**config.mk**
```make
export PLATFORM = sky130hd
export DESIGN_NAME = oam_dma_master
export DESIGN_NICKNAME = d
export VERILOG_FILES = /design/src/rtl/oam_dma_master.sv
export SDC_FILE = /design/constraint.sdc
export NUM_CORES = 1
export LEC_CHECK = 0
export CAP_MARGIN = 20
export CORE_MARGIN = 4
export CORE_UTILIZATION = 39
export CTS_CLUSTER_DIAMETER = 30
export CTS_CLUSTER_SIZE = 28
export DETAILED_ROUTE_END_ITERATION = 7
export HOLD_SLACK_MARGIN = 0.08
export MAX_ROUTING_LAYER = met4
export PLACE_DENSITY = 0.76
export RECOVER_POWER = 100
export SLEW_MARGIN = 20
export SYNTH_ARGS = -nofsm -noshare
export SYNTH_HDL_FRONTEND = slang
export SYNTH_SLANG_ARGS = --single-unit
```
**constraint.sdc**
```tcl
create_clock -name CLK -period 2.45 [get_ports CLK]
set_clock_uncertainty 0.2 [all_clocks]
set_input_delay 0.3675 -clock CLK [delete_from_list [all_inputs] [get_ports CLK]]
set_output_delay 0.3675 -clock CLK [all_outputs]
set_load 0.005 [all_outputs]
```
**src/rtl/oam_dma_master.sv**
```systemverilog
// OAM DMA bus master: copies NBYTES from page {SRC,8'h00} into OAM after a
// write to FF46, holding the core off the external bus during the copy.
module oam_dma_master #(
  parameter int NBYTES      = 160,
  parameter int START_DELAY = 4
) (
  input  logic        CLK,
  input  logic        nRESET,
  input  logic        REG_WE,
  input  logic [7:0]  REG_DIN,
  output logic [7:0]  REG_DOUT,
  output logic        BUSY,
  output logic        BUS_DISABLE,
  output logic        MREQ,
  output logic        RD,
  output logic [15:0] A,
  input  logic [7:0]  D_IN,
  output logic        OAM_WE,
  output logic [7:0]  OAM_A,
  output logic [7:0]  OAM_D
);

  localparam int CW = $clog2(START_DELAY + 1);

  typedef enum logic [1:0] {IDLE, START, XFER} state_t;

  state_t          state_q, state_d;
  logic [7:0]      src_q, src_d;
  logic [CW-1:0]   cnt_q, cnt_d;
  logic [7:0]      idx_q, idx_d;
  logic [1:0]      ph_q, ph_d;
  logic            oam_we_q, oam_we_d;
  logic [7:0]      oam_a_q, oam_a_d;
  logic [7:0]      oam_d_q, oam_d_d;
  logic [7:0]      page;
  logic            xfer;

  always_ff @(posedge CLK) begin
    if (!nRESET) begin
      state_q  <= IDLE;
      src_q    <= 8'hFF;
      cnt_q    <= '0;
      idx_q    <= '0;
      ph_q     <= '0;
      oam_we_q <= 1'b0;
      oam_a_q  <= '0;
      oam_d_q  <= '0;
    end else begin
      state_q  <= state_d;
      src_q    <= src_d;
      cnt_q    <= cnt_d;
      idx_q    <= idx_d;
      ph_q     <= ph_d;
      oam_we_q <= oam_we_d;
      oam_a_q  <= oam_a_d;
      oam_d_q  <= oam_d_d;
    end
  end

  always_comb begin
    state_d  = state_q;
    src_d    = src_q;
    cnt_d    = cnt_q;
    idx_d    = idx_q;
    ph_d     = ph_q;
    oam_we_d = 1'b0;
    oam_a_d  = oam_a_q;
    oam_d_d  = oam_d_q;
    case (state_q)
      START: begin
        if (cnt_q == CW'(START_DELAY - 1)) begin
          state_d = XFER;
          idx_d   = '0;
          ph_d    = '0;
        end else begin
          cnt_d = cnt_q + 1'b1;
        end
      end
      XFER: begin
        ph_d = ph_q + 2'd1;
        if (ph_q == 2'd3) begin
          // responder has held data since RD rose; take it as phase 3 ends
          oam_we_d = 1'b1;
          oam_a_d  = idx_q;
          oam_d_d  = D_IN;
          if (idx_q == 8'(NBYTES - 1)) state_d = IDLE;
          else                         idx_d   = idx_q + 8'd1;
        end
      end
      default: ;
    endcase
    // a new write restarts from any state; a byte captured this edge still lands
    if (REG_WE) begin
      src_d   = REG_DIN;
      state_d = START;
      cnt_d   = '0;
      idx_d   = '0;
      ph_d    = '0;
    end
  end

  // echo RAM E0-FF aliases C0-DF
  assign page        = (src_q >= 8'hE0) ? (src_q - 8'h20) : src_q;
  assign xfer        = (state_q == XFER);
  assign REG_DOUT    = src_q;
  assign BUSY        = (state_q != IDLE);
  assign BUS_DISABLE = xfer;
  assign MREQ        = xfer;
  assign RD          = xfer && (ph_q != 2'd0);
  assign A           = xfer ? {page, idx_q} : 16'h0000;
  assign OAM_WE      = oam_we_q;
  assign OAM_A       = oam_a_q;
  assign OAM_D       = oam_d_q;

endmodule

```
* Word-level counts from Yosys, hierarchy flattened
Index checks and enable logic that the tools add are counted.
Widths: inputs -> output; s select.
** Operators by class
- Equal/unequal tests :: 12
- Bitwise logic cells :: 2
- Reductions and logical operators :: 13
- Shifts and indexed selects :: 0
- $mul :: 0
- Add/subtract/negate cells :: 4
- Muxes and demuxes :: 14
- Div/mod/pow operators :: 0
- Order comparisons :: 1
** Operator list (count)
- $mux 8 :: 4
- $mux 16 :: 1
- $pmux 8 s2 :: 1
- $reduce_and 4->1 :: 3
- $add 8x1->8 const B :: 1
- $eq 8x8->1 const B :: 1
- $ge 8x8->1 const B :: 1
- $mux 2 :: 4
- $pmux 2 s2 :: 2
- $reduce_and 2->1 :: 4
- $sub 8x6->8 const B :: 1
- $ne 3x2->1 const B :: 2
- $reduce_bool 2->1 :: 3
- $eq 2x2->1 const B :: 2
- $ne 2x1->1 const B :: 2
- $ne 2x2->1 const B :: 2
- $add 3x1->3 const B :: 1
- $eq 3x2->1 const B :: 1
- $ne 3x3->1 const B :: 1
- $reduce_bool 3->1 :: 1
- $add 2x1->2 const B :: 1
- $eq 2x1->1 const B :: 1
- $mux 1 :: 2
- $not 1->1 :: 2
- 2 further kinds :: 2
** Storage, ports and cells
- ROM bits :: 0
- Word-level logic and storage cells :: 55
- RAM bits :: 0
- Output and inout port bits :: 45
- Latch bits :: 0
- Bits of input ports :: 19
- Bits in registers :: 40
- Memories kept :: 0

* Logic depth before layout (Yosys ltp)
- Depth after elaboration :: 5
- Gate-level depth with buffers :: 6
- Depth with buffers taken out :: 6

* Worst setup path before layout
No wires, ideal clock.
- Kind :: register -> output
- Start :: register state_q[0]
- End :: output A[15]
- Slack :: 615 ps
- Path buffers :: 2
- Arrival time :: 1268 ps
- Required time :: 1882 ps
- Cell stages (with the launch flop) :: 7
- Cells stage by stage :: dfxtp_1 nand2b_1 clkbuf_1 inv_1 clkbuf_1 nand2_1 a31oi_1
** Between the ends
- Cells in the longest elaborated chain, start to end :: 2
** RTL lines
- from (decl) :: RTL line 27 : state_t state_q, state_d;
- from (signal assigned) :: RTL line 49 : state_q <= state_d;
- $eq 2x2->1 :: RTL line 104 : assign xfer = (state_q == XFER);
- via BUS_DISABLE :: RTL line 13 : output logic BUS_DISABLE,
- $mux 16 :: RTL line 110 : assign A = xfer ? {page, idx_q} : 16'h0000;
- to (decl) :: RTL line 16 : output logic [15:0] A,
The timed path passes the listed nets, and every way through them passes these cells.

* Final worst setup path
- Start :: register state_q[0]
- End :: output A[5]
** Between the ends
- Cells in the longest elaborated chain, start to end :: 2
** RTL lines (RTL line)
- $eq 2x2->1 :: 104
- $mux 16 :: 110
No other way between the ends.

==> impl_summary.log <==
INFO  metric status = finished, final reports clean
INFO  metric required = ~1.9 ns
INFO  metric timing.critical_path.slowest_stage_cell = sky130_fd_sc_hd__clkdlybuf4s50_1
INFO  metric drt-initial-drc-count = 98
INFO  metric drt_pre_antenna_iters = 4
INFO  metric vias = approximately 1.6k
INFO  metric synthAdderAreaFrac = approximately 4.1%
INFO  metric synth-simple-area-share = about a quarter
INFO  metric clock.fmax = roughly 430 MHz
INFO  metric holdCritStartpoint = OAM_A[1]
INFO  metric power-per-cell-area = about 500 mW/mm^2
INFO  metric yosys.area.top_type_share = 43.5%
INFO  metric number_of_buffers_added_to_fix_hold_violations_after_cts = 0
INFO  metric synth_commonest_cells = 48 x sky130_fd_sc_hd__nand2_1, 40 x sky130_fd_sc_hd__dfxtp_1, 16 x sky130_fd_sc_hd__a21boi_0
INFO  metric timing.final.crit_share = between 90% and 100%
INFO  metric synthToLayoutAreaGrowth = 43.4%
INFO  metric clock_sinks = 40
INFO  metric family_of_cells_with_the_greatest_summed_delay_on_the_critical_path = buffers and inverters
INFO  metric die_area = approximately 0.0059 sq mm
INFO  metric rows = 24
INFO  metric cts_inserted_buffers = 5
INFO  metric power.static_leakage = around 1 nW
INFO  metric synth_async_sr_flop_share = 0%
INFO  metric slew_headroom = between 40% and 50%
INFO  metric worstPathArrival = 1.75 ns
INFO  metric placement.io_buffers = 63
INFO  metric synth_area_per_cell = roughly 8.5 sq um
INFO  metric core_area = ~0.0045 sq mm
INFO  metric synth_top_family_by_area = simple AND/OR/NAND/NOR gates
INFO  metric sequentialPowerShare = between 40% and 50%
INFO  metric final_nets = around 300
INFO  metric grt_max_degree = 25
INFO  metric holdPathStages = 2
INFO  metric fin_crit = approximately 2.3 ns
INFO  metric count_leader_synth = sky130_fd_sc_hd__nand2_1
INFO  metric worst-path-buf-inv = 3
INFO  metric max_cap_violations = 0
INFO  metric clock_latency = about 0.29 ns
INFO  metric synth_compound_area_share = around 16%
INFO  metric muxShareOfSynthArea = 3.81%
INFO  metric yosysUniqueCellTypes = 38
INFO  metric finalHoldViolations = 0
INFO  metric critical_path.reg2reg.startpoint = idx_q[0]
INFO  metric worst-path-max-fanout = 11
INFO  metric yosysWarnings = 0
INFO  metric placed_cell_area = 0.00252 sq mm
INFO  metric worstMarginPinSlew = 0.874 ns
INFO  metric first_pass_grt_wire_length = 7.39 mm
INFO  metric yosys_register_bits = 40
INFO  metric drt_wl_cell = about 14 microns
INFO  metric p_sw = ~0.00027 W
INFO  metric dp_worst_setup_slack = about 0.19 ns
INFO  metric maxSlewViolCount = 0
INFO  metric layout-drive-gt1-share = around 6.4%
INFO  metric grt_antenna_before_repair = 0
INFO  metric die-height = around 77 microns
INFO  metric share_comb_of_total_power = ~7%
INFO  metric synth-edff-count = 0
INFO  metric power.ir.vdd_worst = around 270 uV
INFO  metric antenna_left = 0
INFO  metric initial_core_util = a little over 40%
INFO  metric die_x = between 70 and 80 microns
INFO  metric worst_hold_path.endpoint = OAM_A[1]
INFO  metric cell_internal_pwr = roughly 0.0011 W
INFO  metric setup_total_negative_slack = 0 ns
INFO  metric final-setup-viol-count = 0
INFO  metric tritoncts_clock_tree = yes
INFO  metric crit_chain = nand2b_4 -> inv_1 -> buf_4 -> and2_1 -> clkdlybuf4s50_1
INFO  metric finalHoldWorstSlack = ~0.26 ns
INFO  metric n_antenna_cell = 0
INFO  metric overflow = 0
INFO  metric postSynthCellCount = ~220
INFO  metric dominantRegCellSynth = sky130_fd_sc_hd__dfxtp_1
INFO  metric crit_path_end_kind = output port
INFO  metric routed_via_density = just under 5
INFO  metric net_sw_share = between 20% and 30%
INFO  metric grt_setup_unrepaired = no
INFO  metric worst-r2r-setup-slack = just under 0.4 ns
INFO  metric crit_type = register to output port
INFO  metric place_congestion = ~0.83
INFO  metric critical_path.max_stage_delay = 0.51 ns
INFO  metric top_area_cells_in_the_synthesized_netlist = sky130_fd_sc_hd__dfxtp_1 44%, sky130_fd_sc_hd__nand2_1 9.8%, sky130_fd_sc_hd__a21boi_0 6.5%
INFO  metric clk_pin_slew_worst_paths = 0.08 ns
INFO  metric ctsLongestPathBuffers = 2
INFO  metric post-synth-top-area-cell = sky130_fd_sc_hd__dfxtp_1
INFO  metric timing.critical_path.from_type = register
INFO  metric design.portCount = 64
INFO  metric dp_hpwl = between 3 and 4 mm
INFO  metric clock_power_share = 43.4%
INFO  metric postLayoutCellArea = 0.00264 sq mm
INFO  metric r2r_end = idx_q[5]
INFO  metric cts_max_level = 2
INFO  metric drc = 0
INFO  metric min-delay-path-class = register to register
INFO  metric route.final.wire_length = approximately 4.5 mm
INFO  metric synth.net_count = between 200 and 250
INFO  metric worst_slack = about 0.13 ns
INFO  metric grt_use_total = around 16%
INFO  metric synth-seq-area-share = between 40% and 50%
INFO  metric timing.reg2reg.worst_path_depth = 5
INFO  metric synth.cell_area = 0.00184 sq mm
INFO  metric clock_tree.root_cell = sky130_fd_sc_hd__clkbuf_8
INFO  metric post_synth_xor_area_fraction = 1.43%
INFO  metric via_count_of_the_first_global_routing_pass = between 1.5k and 2k
## logic make-up (layout without fill, tap and decap cells)
family          Yosys count  after routing
compound gates           42             42
mux                       7              7
fa+ha+maj                 6              6
simple gates             97             97
flops                    40             40
xor+xnor                  3              3
buf+inv                  21             85
## registers in the layout, summed over array words and instances (netlist names)
| name | count |
|---|---|
| OAM_WE | 1 |
| OAM_D | 8 |
| OAM_A | 8 |
| ph_q | 2 |
| state_q | 2 |
| idx_q | 8 |
| cnt_q | 3 |
| REG_DOUT | 8 |
## worst min-delay path, stage by stage (launching register included)
cell                       delay, ns
sky130_fd_sc_hd__dfxtp_1        0.31
sky130_fd_sc_hd__nand2_1        0.04
sky130_fd_sc_hd__a21boi_0       0.06
## power by group through the flow
stage | registers [W] | clock network (W) | logic, W
6_report | 0.000670 | 0.000587 | 0.0000946
4_1_cts | 0.000670 | 0.000596 | 0.0000996
5_1_grt | 0.000672 | 0.000624 | 0.000103
3_3_place_gp | 0.000684 | 0 | 0.0000954
2_1_floorplan | 0.000684 | 0 | 0.0000379
3_5_place_dp | 0.000685 | 0 | 0.0000970
## worst max path at each step
stage / from / to / cells after the start
3_5_place_dp: state_q[1] / A[15] / 6
4_1_cts: state_q[0] / A[15] / 6
3_3_place_gp: state_q[1] / A[15] / 6
5_1_grt: state_q[0] / A[7] / 5
6_report: state_q[0] / A[5] / 5
2_1_floorplan: state_q[0] / A[15] / 6
## metrics by stage
stage                     util, %  power [W]  std cells
after floorplan                 -   0.000722        216
after global placement       56.4   0.000780        324
after detailed placement     56.4   0.000782        324
after CTS                    59.5    0.00137        332
after global routing         59.0    0.00140        332
final                        59.0    0.00135        332
## final cells by class
type                            instances  area, sq um
Multi-Input combinational cell        155          943
Sequential cell                        40          805
Timing Repair Buffer                   70          674
Fill cell                             415         1830
Tap cell                               52         65.1
Inverter                                7         26.3
Clock inverter                          1         30.0
Clock buffer                            7         96.3
## cell usage in the layout, fill, tap and decap left out, drive strengths merged
cell type / count
nand2: 48
dfxtp: 40
clkdlybuf4s50: 33
dlygate4sd3: 28
a21boi: 16
and2: 14
clkbuf: 9
nand3: 8
a21oi: 8
inv: 7
mux2i: 7
nor2: 6
ha: 6
buf: 5
a211oi: 4
nand4: 3
xnor2: 3
o31ai: 3
nand2b: 3
o21ai: 3
a31oi: 2
nor3b: 2
a21o: 2
nand3b: 2
nor2b: 2
or4: 2
o211ai: 2
or2: 2
a311oi: 1
or3: 1
or3b: 1
and3b: 1
and4: 1
a211o: 1
nor4: 1
bufinv: 1
dlygate4sd2: 1
clkdlybuf4s25: 1
## routing by layer
metal,global-route usage (%),vias to the layer above,routed length [microns]
met5,-,-,0
met4,3.26,0,37
met3,4.68,6,207
met2,26.9,41,2150
met1,18.5,737,2120
li1,-,856,-
## timing repair
action / CTS / global route
setup buffers: 0 / 0
endpoints found under the setup margin: 15 / 8
resized for setup: 6 / 2
pin swaps: 0 / 0
hold endpoints to repair: 0 / 0
Power figures use the tool's default switching activity.
